`config.mk`:
```
export PLATFORM = sky130hd
export DESIGN_NAME = run_ctrl
export DESIGN_NICKNAME = d
export VERILOG_FILES = /design/src/rtl/run_ctrl_pkg.sv /design/src/rtl/stall_detect.sv /design/src/rtl/run_ctrl.sv
export SDC_FILE = /design/constraint.sdc
export NUM_CORES = 1
export LEC_CHECK = 0
export ABC_AREA = 0
export BUFFER_PORTS_ARGS = -buffer_cell sky130_fd_sc_hd__buf_2
export CORE_MARGIN = 2
export CORE_UTILIZATION = 51
export DETAILED_ROUTE_END_ITERATION = 8
export PLACE_DENSITY = 0.77
export RECOVER_POWER = 50
export SLEW_MARGIN = 20
export SYNTH_ARGS = -nofsm -noshare
export SYNTH_HDL_FRONTEND = slang
export SYNTH_SLANG_ARGS = --single-unit
```
`constraint.sdc`:
```
create_clock -name clk -period 2.74 [get_ports clk]
set_clock_uncertainty 0.15 [all_clocks]
set_input_delay 0.548 -clock clk [delete_from_list [all_inputs] [get_ports clk]]
set_output_delay 0.548 -clock clk [all_outputs]
set_load 0.02 [all_outputs]
```
`src/rtl/run_ctrl_pkg.sv`:
```
// Shared types and constants for the run/halt/watchdog controller.
package run_ctrl_pkg;

  typedef enum logic [2:0] {
    ST_IDLE    = 3'd0,
    ST_ARMED   = 3'd1,
    ST_RUN     = 3'd2,
    ST_DONE    = 3'd3,
    ST_TIMEOUT = 3'd4
  } run_state_e;

  typedef enum logic [1:0] {
    CAUSE_NONE    = 2'd0,
    CAUSE_HALT    = 2'd1,
    CAUSE_STALL   = 2'd2,
    CAUSE_TIMEOUT = 2'd3
  } halt_cause_e;

  // Opcode 111 with operand 0 is the core's halt instruction.
  localparam logic [8:0] HALT_WORD_DEFAULT = 9'h1C0;

endpackage

```
`src/rtl/stall_detect.sv`:
```
// PC stall detector: flags when the PC has stayed unchanged for
// STALL_CYCLES consecutive enabled cycles (including the current one).
module stall_detect
  import run_ctrl_pkg::*;
#(
  parameter int PC_W         = 7,
  parameter int STALL_CYCLES = 2
) (
  input  logic            clk,
  input  logic            reset,
  input  logic            clear,
  input  logic            en,
  input  logic [PC_W-1:0] pc,
  output logic            stalled
);

  localparam int              SC_W    = $clog2(STALL_CYCLES + 1);
  localparam logic [SC_W-1:0] SC_MAX  = SC_W'(STALL_CYCLES);
  localparam logic [SC_W-1:0] SC_TRIP = SC_W'(STALL_CYCLES - 1);

  logic [PC_W-1:0] prev_pc_q;
  logic            valid_q;
  logic [SC_W-1:0] cnt_q;
  logic [SC_W-1:0] cnt_d;
  logic            same_pc;

  function automatic logic [SC_W-1:0] sat_inc(input logic [SC_W-1:0] v);
    return (v >= SC_MAX) ? SC_MAX : v + SC_W'(1);
  endfunction

  // prev_pc is meaningless on the first enabled cycle, so valid_q gates it.
  assign same_pc = valid_q && (pc == prev_pc_q);
  assign cnt_d   = same_pc ? sat_inc(cnt_q) : '0;
  // The current cycle counts toward the run, so trip one below the limit.
  assign stalled = en && same_pc && (cnt_q >= SC_TRIP);

  // Control state: first-cycle valid flag and consecutive-stall counter.
  always_ff @(posedge clk) begin
    if (reset || clear) begin
      valid_q <= 1'b0;
      cnt_q   <= '0;
    end else if (en) begin
      valid_q <= 1'b1;
      cnt_q   <= cnt_d;
    end
  end

  // Capture the PC of every enabled cycle for next cycle's comparison.
  always_ff @(posedge clk) begin
    if (en) prev_pc_q <= pc;
  end

endmodule

```
`src/rtl/run_ctrl.sv`:
```
// Run/halt/watchdog controller: turns a start request into a core reset
// window and a run window, then ends the run on halt, PC stall or timeout.
module run_ctrl
  import run_ctrl_pkg::*;
#(
  parameter int                   PC_W         = 7,
  parameter int                   INSTR_W      = 9,
  parameter int                   CNT_W        = 10,
  parameter int                   MAX_CYCLES   = 1000,
  parameter int                   STALL_CYCLES = 2,
  parameter logic [INSTR_W-1:0]   HALT_WORD    = INSTR_W'(HALT_WORD_DEFAULT)
) (
  input  logic               clk,
  input  logic               reset,
  input  logic               start,
  input  logic [PC_W-1:0]    pc,
  input  logic [INSTR_W-1:0] instruction,
  output logic               core_reset,
  output logic               run,
  output logic               done,
  output logic [1:0]         halt_cause,
  output logic [CNT_W-1:0]   cycle_count
);

  localparam logic [CNT_W-1:0] LAST_CYCLE = CNT_W'(MAX_CYCLES - 1);
  localparam logic [CNT_W-1:0] CNT_MAX    = '1;

  run_state_e       state_q, state_d;
  halt_cause_e      cause_q, cause_d;
  logic [CNT_W-1:0] count_q, count_d;
  logic             core_reset_q, run_q, done_q;
  logic             stall_clear, stall_en, stalled;

  function automatic logic [CNT_W-1:0] sat_inc(input logic [CNT_W-1:0] v);
    return (v == CNT_MAX) ? CNT_MAX : v + CNT_W'(1);
  endfunction

  // Stall tracking restarts while armed and only observes RUN cycles.
  assign stall_clear = (state_q == ST_ARMED);
  assign stall_en    = (state_q == ST_RUN);

  stall_detect #(
    .PC_W         (PC_W),
    .STALL_CYCLES (STALL_CYCLES)
  ) u_stall (
    .clk     (clk),
    .reset   (reset),
    .clear   (stall_clear),
    .en      (stall_en),
    .pc      (pc),
    .stalled (stalled)
  );

  // Next-state logic; RUN exits are checked in priority order.
  always_comb begin
    state_d = state_q;
    cause_d = cause_q;
    count_d = count_q;
    case (state_q)
      ST_IDLE: begin
        if (start) state_d = ST_ARMED;
      end
      ST_ARMED: begin
        if (!start) state_d = ST_RUN;
      end
      ST_RUN: begin
        count_d = sat_inc(count_q);
        if (start) begin
          state_d = ST_ARMED;
        end else if (instruction == HALT_WORD) begin
          state_d = ST_DONE;
          cause_d = CAUSE_HALT;
        end else if (stalled) begin
          state_d = ST_DONE;
          cause_d = CAUSE_STALL;
        end else if (count_q == LAST_CYCLE) begin
          state_d = ST_TIMEOUT;
          cause_d = CAUSE_TIMEOUT;
        end
      end
      ST_DONE, ST_TIMEOUT: begin
        if (start) state_d = ST_ARMED;
      end
      default: state_d = ST_IDLE;
    endcase
    // Every entry into ARMED starts a fresh run record.
    if (state_d == ST_ARMED && state_q != ST_ARMED) begin
      count_d = '0;
      cause_d = CAUSE_NONE;
    end
  end

  // State, counter and outputs, all registered from the next state.
  always_ff @(posedge clk) begin
    if (reset) begin
      state_q      <= ST_IDLE;
      cause_q      <= CAUSE_NONE;
      count_q      <= '0;
      core_reset_q <= 1'b1;
      run_q        <= 1'b0;
      done_q       <= 1'b0;
    end else begin
      state_q      <= state_d;
      cause_q      <= cause_d;
      count_q      <= count_d;
      core_reset_q <= (state_d == ST_IDLE) || (state_d == ST_ARMED);
      run_q        <= (state_d == ST_RUN);
      done_q       <= (state_d == ST_DONE) || (state_d == ST_TIMEOUT);
    end
  end

  assign core_reset  = core_reset_q;
  assign run         = run_q;
  assign done        = done_q;
  assign halt_cause  = cause_q;
  assign cycle_count = count_q;

endmodule

```
Word level (Yosys, flattened, before mapping)
Index checks and enable logic that the tools add are counted.

storage, ports and cells
  bits in registers = 28
  output and inout bits = 15
  logic and storage cells = 53

operators by class
  add/subtract/negate cells = 2
  order comparisons = 2
  equality and inequality tests = 13
  multiplexer cells = 13
  bitwise gates (word level) = 1
  reduce and logical (&&, ||, !) cells = 13

operator list
  cell                     count
  $eq A10 B10 Y1 const B   2
  $mux W3                  6
  $eq A3 B2 Y1 const B     4
  $add A10 B1 Y10 const B  1
  $mux W10                 1
  $mux W2                  5
  $eq A9 B9 Y1 const B     1
  $pmux W3 S3              1
  $eq A7 B7 Y1             1
  $eq A3 B1 Y1 const B     2
  $eq A3 B3 Y1 const B     2
  $logic_not A3 Y1         2
  $logic_and A1 B1 Y1      4
  $logic_or A1 B1 Y1       3
  $ne A3 B1 Y1 const B     1
  $reduce_and A3 Y1        1
  $reduce_bool A3 Y1       1
  $reduce_or A3 Y1         1
  $add A2 B1 Y2 const B    1
  $ge A2 B1 Y1 const B     1
  $ge A2 B2 Y1 const B     1
  $reduce_or A2 Y1         1
  $not A1 Y1               1

Logic depth before layout (Yosys ltp)
Gate-level depths: netlist of run 1.

  depth in word-level cells = 11
  depth in mapped cells = 7

Modules after synthesis
From an unflattened synthesis of run 1, not the netlist that was laid out.

unflattened totals
  cell total of the unflattened synthesis = 138
  area total of the unflattened synthesis = 1,410.1 um^2

by module, submodules not included
  module        times used  cells each  area each (um^2)
  run_ctrl      1           108         982.2
  stall_detect  1           30          427.9

Worst setup path before layout of run 1
Ideal clock, no wire load.

  kind = input to register
  from = input instruction[1]
  to = register cause_q[0] (netlist: halt_cause[0])
  setup time = 0.095 ns
  data arrival time = 1.864 ns
  data required time = 2.495 ns
  setup slack = 0.631 ns
  cell stages on the path = 4
  path through = or4_1 > nor4_2 > o21ai_0 > a221oi_1

on the way
  longest elaborated chain between the ends = 7
  elaborated cells between the ends (all ways) = 10

ends and longest elaborated chain
  what                        line             RTL
  start, declared             run_ctrl.sv:17   input logic [INSTR_W-1:0] instruction,
  $eq A9 B9 Y1 *              run_ctrl.sv:70   end else if (instruction == HALT_WORD) begin
  $mux W3                     run_ctrl.sv:70
  $mux W3                     run_ctrl.sv:68   if (start) begin
  $pmux W3 S3                 run_ctrl.sv:59   case (state_q)
  $eq A3 B1 Y1                run_ctrl.sv:87   if (state_d == ST_ARMED && state_q != ST_ARMED) begin
  $logic_and A1 B1 Y1         run_ctrl.sv:87
  $reduce_or A2 Y1 (no line)  --
  end signal, assigned        run_ctrl.sv:104  cause_q <= cause_d;
  end, declared               run_ctrl.sv:29   halt_cause_e cause_q, cause_d;

Mark *: on every way between the ends. The rest lies on a longest branch, timed or not.
A chain may end at the register's enable or synchronous reset.

Worst setup path after layout of run 1
  from = register state_q[0]
  to = register state_q[2]

on the way
  longest elaborated chain between the ends = 7
  elaborated cells between the ends (all ways) = 12

ends and longest elaborated chain
  what                               line                            RTL
  start, declared                    run_ctrl.sv:28                  run_state_e state_q, state_d;
  start signal, assigned             run_ctrl.sv:103                 state_q <= state_d;
  $eq A3 B2 Y1                       run_ctrl.sv:40, run_ctrl.sv:59
  $logic_and A1 B1 Y1 (2 in series)  stall_detect.sv:35              assign stalled = en && same_pc && (cnt_q >= SC_TRIP);
  $mux W3                            run_ctrl.sv:73                  end else if (stalled) begin
  $mux W3                            run_ctrl.sv:70
  $mux W3                            run_ctrl.sv:68
  $pmux W3 S3 *                      run_ctrl.sv:59

Marked as above.

==> impl_metrics.toml, run 1 <==
[run_status]
status = "finished, final reports clean"

[grt]
antenna_found_initial = 0
grt_use_total = 0.203
grt_pass1_wl_um = 4450
grt_pass1_vias = 1040
gr-total-overflow = 0
grt_max_degree = 16

[synthesis]
synthAdderAreaFrac = 0.00939
synth_top_flop_cell = "dfxtp_1"
synthTopCellsByCount = "dfxtp_1, nand2_1, nor2_1"
yosys.area.top_type = "dfxtp_1"
ys_ff_latch = 28
syn_area_um2 = 1330
synth_xor_xnor_area_share = 0.0854
muxShareOfSynthArea = 0.00751
yosys_warnings = 0
synth_top_area_frac = 0.315
synth_cell_types = 42
avgSynthCellArea_um2 = 9.73
synthMostInstantiatedCell = "dfxtp_1"
synth.area.top_cells = "dfxtp_1, edfxtp_1, xor2_1"
synth-compound-area-share = 0.159
async_reset_ff_frac = 0
synth_fp_nets = 157
synth-edff-count = 7
yosysSeqAreaShare = 0.473
synth_top_family_by_area = "simple AND/OR/NAND/NOR gates"
syn_inst = 137
synthSimpleGateAreaFrac = 0.242

[power_and_ir_drop]
p_sw_uw = 146
p_leak_uw = 0.000525
p_per_area_nw_per_um2 = 437
power.share.clock = 0.289
switching_share = 0.217
p_int_uw = 528
combPwrFrac = 0.070
vdd_drop_max_mv = 0.275
p_seq_frac = 0.642

[drt]
routedWlPerCell_um = 13.6
vias = 1150
first_iter_violations = 19
first_pass_iters = 4
drtAntennaViolNets = 0
wl_um = 2750
drc = 0
via_per_inst = 5.69

[clock_tree]
post-cts-setup-buffer-count = 0
cts_resized = 0
insertion_delay_ps = 310
cts_sinks = 28
clk_pin_slew_ps = 140
cts_root_buf = "clkbuf_4"
clock_path_buffers = 2
hold_buffers = 0
cts_tree = "yes"
htreeDepth = 1
numCtsBuffers = 3

[min_path]
min_from = "pc[3]"
holdPathStages = 1
hold_path_class = "primary input to flop"

[sta]
fin_crit_sh = 0.823
setup_violations = 0
rsz0062_at_grt = "false"
final-max-slew-violation-count = 0
layout_min_cycle_time_ps = 2260
setup_tns_ps = 0
slew_headroom = 0.654
fmax_ghz = 0.443
worst_pin_slew_ps = 515
finalHoldViolCount = 0

[cells_and_area]
nets = 193
drive_gt1_frac = 0.145
final_util = 0.623
final_area_um2 = 1540
n_antenna_cell = 0
area_delta_synth_final_pct = 15.8

[setup_path]
critical_path.top_delay_family = "simple AND/OR/NAND/NOR gates"
arrival_ps = 2320
r2r-start = "state_q[0]"
worstPathBufferInverterCount = 0
cp-startpoint = "state_q[0]"
cp_cell_sequence = "or3b_1 -> nor4_2 -> or4b_1 -> a2111oi_2"
path_max_fanout = 12
worst_path_largest_cell_delay_ps = 560
end_kind = "flop"
critPathSlowestCell = "dfxtp_1"
start_kind = "flop"
cp.required_ps = 2810
worstSetupPathType = "flop to flop"
worstRegToRegCells = 4
cp_num_cells = 4

[die]
core_um2 = 2480
start_util = 0.538
die_area_um2 = 3040
rows = 18
io_pins = 34
die_x_um = 55.1
die_h_um = 55.1

[placement]
gp_congestion = 0.781
postPlaceCellArea_um2 = 1530
io_buffers = 33
hpwl_um = 2100

[run]
maxCapViolations = 0
[cell usage in the layout (no fill, tap or decap), drive strengths merged, types with 2 or more instances in the layout]
master   n
a211oi   3
a21oi    9
a221oi   2
a31oi    2
buf     13
clkbuf  26
dfxtp   21
edfxtp   7
inv      3
nand2   11
nand2b   2
nand3    4
nand4    5
nor2    11
nor3     4
nor4     6
o21ai    8
o31a     2
or4      2
xnor2    4
xor2     9
[path summary, 6_finish.rpt]
check                                       endpoint  slack (ps)
worst max register to register            state_q[2]         480
worst min register to register         halt_cause[0]         350
worst max-delay path                      state_q[2]         480
worst min-delay path            u_stall.prev_pc_q[3]         310
[metrics by stage]
| step | hold WS [ps] | cells | power [uW] | worst slack (ps) |
|---|---|---|---|---|
| 2_1_floorplan | 312 | 137 | 467 | 631 |
| 3_3_place_gp | 325 | 198 | 488 | 489 |
| 3_5_place_dp | 322 | 198 | 491 | 451 |
| 4_1_cts | 266 | 202 | 684 | 488 |
| 5_1_grt | 284 | 202 | 712 | 312 |
| 6_report | 307 | 202 | 675 | 485 |
[routing by layer]
| layer | vias to the layer above | global-route usage | part of all wire |
|---|---|---|---|
| met1 | 536 | 0.262 | 0.47 |
| li1 | 582 | - | - |
| met4 | 0 | 0.0772 | 0.0044 |
| met2 | 30 | 0.343 | 0.49 |
| met3 | 2 | 0.0269 | 0.044 |
| met5 | - | 0 | 0 |
[power groups by stage]
stage | logic, uW | registers, uW | clock network [uW]
floorplan | 26.2 | 441 | 0
global placement | 46.5 | 442 | 0
detailed placement | 48.6 | 442 | 0
CTS | 49.0 | 433 | 202
global route | 52.2 | 434 | 226
finish | 46.9 | 433 | 195
[layout make-up]
| cell class | instances | area, um2 |
|---|---|---|
| Inverter | 4 | 15.0 |
| Timing Repair Buffer | 35 | 153 |
| Multi-Input combinational cell | 101 | 671 |
| Tap cell | 30 | 37.5 |
| Clock buffer | 4 | 36.3 |
| Sequential cell | 28 | 631 |
| Fill cell | 227 | 935 |
[cells by family after synthesis]
kind of cell	count (synthesis)
compound gates	32
xor+xnor	13
mux	1
flops	28
simple gates	54
buf+inv	8
fa+ha+maj	1
[registers in the layout (all words and copies together), names as in the netlist]
register           flops
u_stall.prev_pc_q      7
core_reset             1
state_q                3
done                   1
cycle_count           10
u_stall.cnt_q          2
halt_cause             2
u_stall.valid_q        1
run                    1
Note: power is estimated with default switching activity, not from simulation.
==> run 2: changes to the inputs <==
==> constraint.sdc (replaced) <==
create_clock -name clk -period 2.22 [get_ports clk]
set_clock_uncertainty 0.15 [all_clocks]
set_input_delay 0.444 -clock clk [delete_from_list [all_inputs] [get_ports clk]]
set_output_delay 0.444 -clock clk [all_outputs]
set_load 0.02 [all_outputs]
==> run 2 against run 1 <==
Against the previous run: fmax grew 7.1%; routed wire length grew 8.7%; sequential cell count is the same; worst setup slack worse by 370 ps; global-route usage increased by 2.0 points; utilization up 3.2 points; highest routed layer unchanged.
==> impl_metrics.toml, run 2 (synthesized netlist as in run 1, its figures left out) <==
[run_status]
status = "finished, final reports clean"

[drt]
drtAntennaViolNets = 0
first_pass_iters = 5
vias = 1215
via_per_inst = 5.81
drc = 0
wl_um = 2990
first_iter_violations = 8
routedWlPerCell_um = 14.3

[die]
start_util = 0.538
io_pins = 34
core_um2 = 2480
rows = 18
die_h_um = 55.1
die_x_um = 55.1
die_area_um2 = 3040

[placement]
dp_cells = 205
gp_congestion = 0.803
pre_cts_slack_ps = 9.72
io_buffers = 33
hpwl_um = 2240
postPlaceCellArea_um2 = 1590

[cells_and_area]
final_area_um2 = 1620
final_common_cell = "dfxtp_1"
nets = 200
drive_gt1_frac = 0.196
area_delta_synth_final_pct = 21.8
largest_register_ffs = 10
n_antenna_cell = 0
final_cell_mix = "dfxtp_1, clkbuf_1, buf_2"
nFillCells = 235
final_cells = 209

[grt]
grt_use_total = 0.223
gr-total-overflow = 0
use_met1 = 0.275
met3_usage = 0.0269
antenna_found_initial = 0
use_met2 = 0.379
grt_max_degree = 17
grt_pass1_wl_um = 4800
grt_pass1_vias = 1111
busiest_layer = "met2"

[clock_tree]
cts_root_buf = "clkbuf_4"
numCtsBuffers = 3
htreeDepth = 1
post-cts-setup-buffer-count = 0
clk_pin_slew_ps = 160
cts_tree = "yes"
cts_sinks = 28
insertion_delay_ps = 330
clock_path_buffers = 2

[setup_path]
cp.required_ps = 2300
arrival_ps = 2190
start_kind = "flop"
end_kind = "flop"
worstSetupPathType = "flop to flop"
path_max_fanout = 7

[sta]
slew_headroom = 0.677
fin_ws_ps = 114
fin_crit_sh = 0.948
worst_pin_slew_ps = 484
final-max-slew-violation-count = 0
layout_min_cycle_time_ps = 2110
setup_violations = 0
finalHoldViolCount = 0
rsz0062_at_grt = "false"
setup_tns_ps = 0
fmax_ghz = 0.475

[power_and_ir_drop]
p_int_uw = 738
p_sw_uw = 198
p_per_area_nw_per_um2 = 577
p_leak_uw = 0.000589
power_uw = 936
combPwrFrac = 0.069
switching_share = 0.212
vdd_drop_max_mv = 0.332
p_seq_frac = 0.568
power.share.clock = 0.363

[min_path]
hold_path_class = "primary input to flop"

[run]
maxCapViolations = 0
run 2: layout make-up:
class / count / area, um2 / share of cell area
clock buffers: 3 / 22.5 / 0.0139
clock inverters: 1 / 30.0 / 0.0185
inverters: 4 / 15.0 / 0.00925
multi-input cells: 101 / 682 / 0.420
flip-flops and latches: 28 / 631 / 0.389
well taps: 30 / 37.5 / 0.0231
repair buffers: 42 / 205 / 0.126
run 2: final timing paths:
check                         endpoint  cells past startpoint      startpoint  slack, ps
setup / recovery            state_q[2]                      4  cycle_count[6]        110
hold / removal    u_stall.prev_pc_q[4]                      1           pc[4]        170
setup reg to reg            state_q[2]                      4  cycle_count[6]        110
hold reg to reg          halt_cause[0]                      2   halt_cause[0]        350
run 2: per-stage QoR:
step                      hold WS (ps)   util
final                              173  0.655
after global routing               162  0.655
after CTS                          143  0.662
after global placement             321  0.640
after floorplan                    312      -
after detailed placement           321  0.640
run 2: worst max-delay path, stage by stage, from the launching register on:
cell and delay (ps):
dfxtp_1 470, and4_4 280, nand4_2 160, or4b_1 570
a2111oi_2 370
run 2: power by group through the flow:
stage	sequential (uW)	combinational, uW	clock (uW)
final	532	64.6	339
after global routing	533	72.8	362
after CTS	532	66.9	343
after detailed placement	543	66.5	0
after global placement	542	63.9	0
after floorplan	545	32.3	0
run 2: routing by layer:
| metal | up-vias | wire length [um] | share of wire |
|---|---|---|---|
| met5 | - | 0 | 0 |
| met4 | 0 | 29 | 0.0097 |
| met3 | 2 | 127 | 0.043 |
| met2 | 39 | 1480 | 0.50 |
| met1 | 579 | 1350 | 0.45 |
| li1 | 595 | - | - |
run 2: what timing repair did:
item / in CTS / in global routing
gates resized for setup: 0 / 3
setup endpoints to repair: 0 / 2
hold buffers: 0 / 0
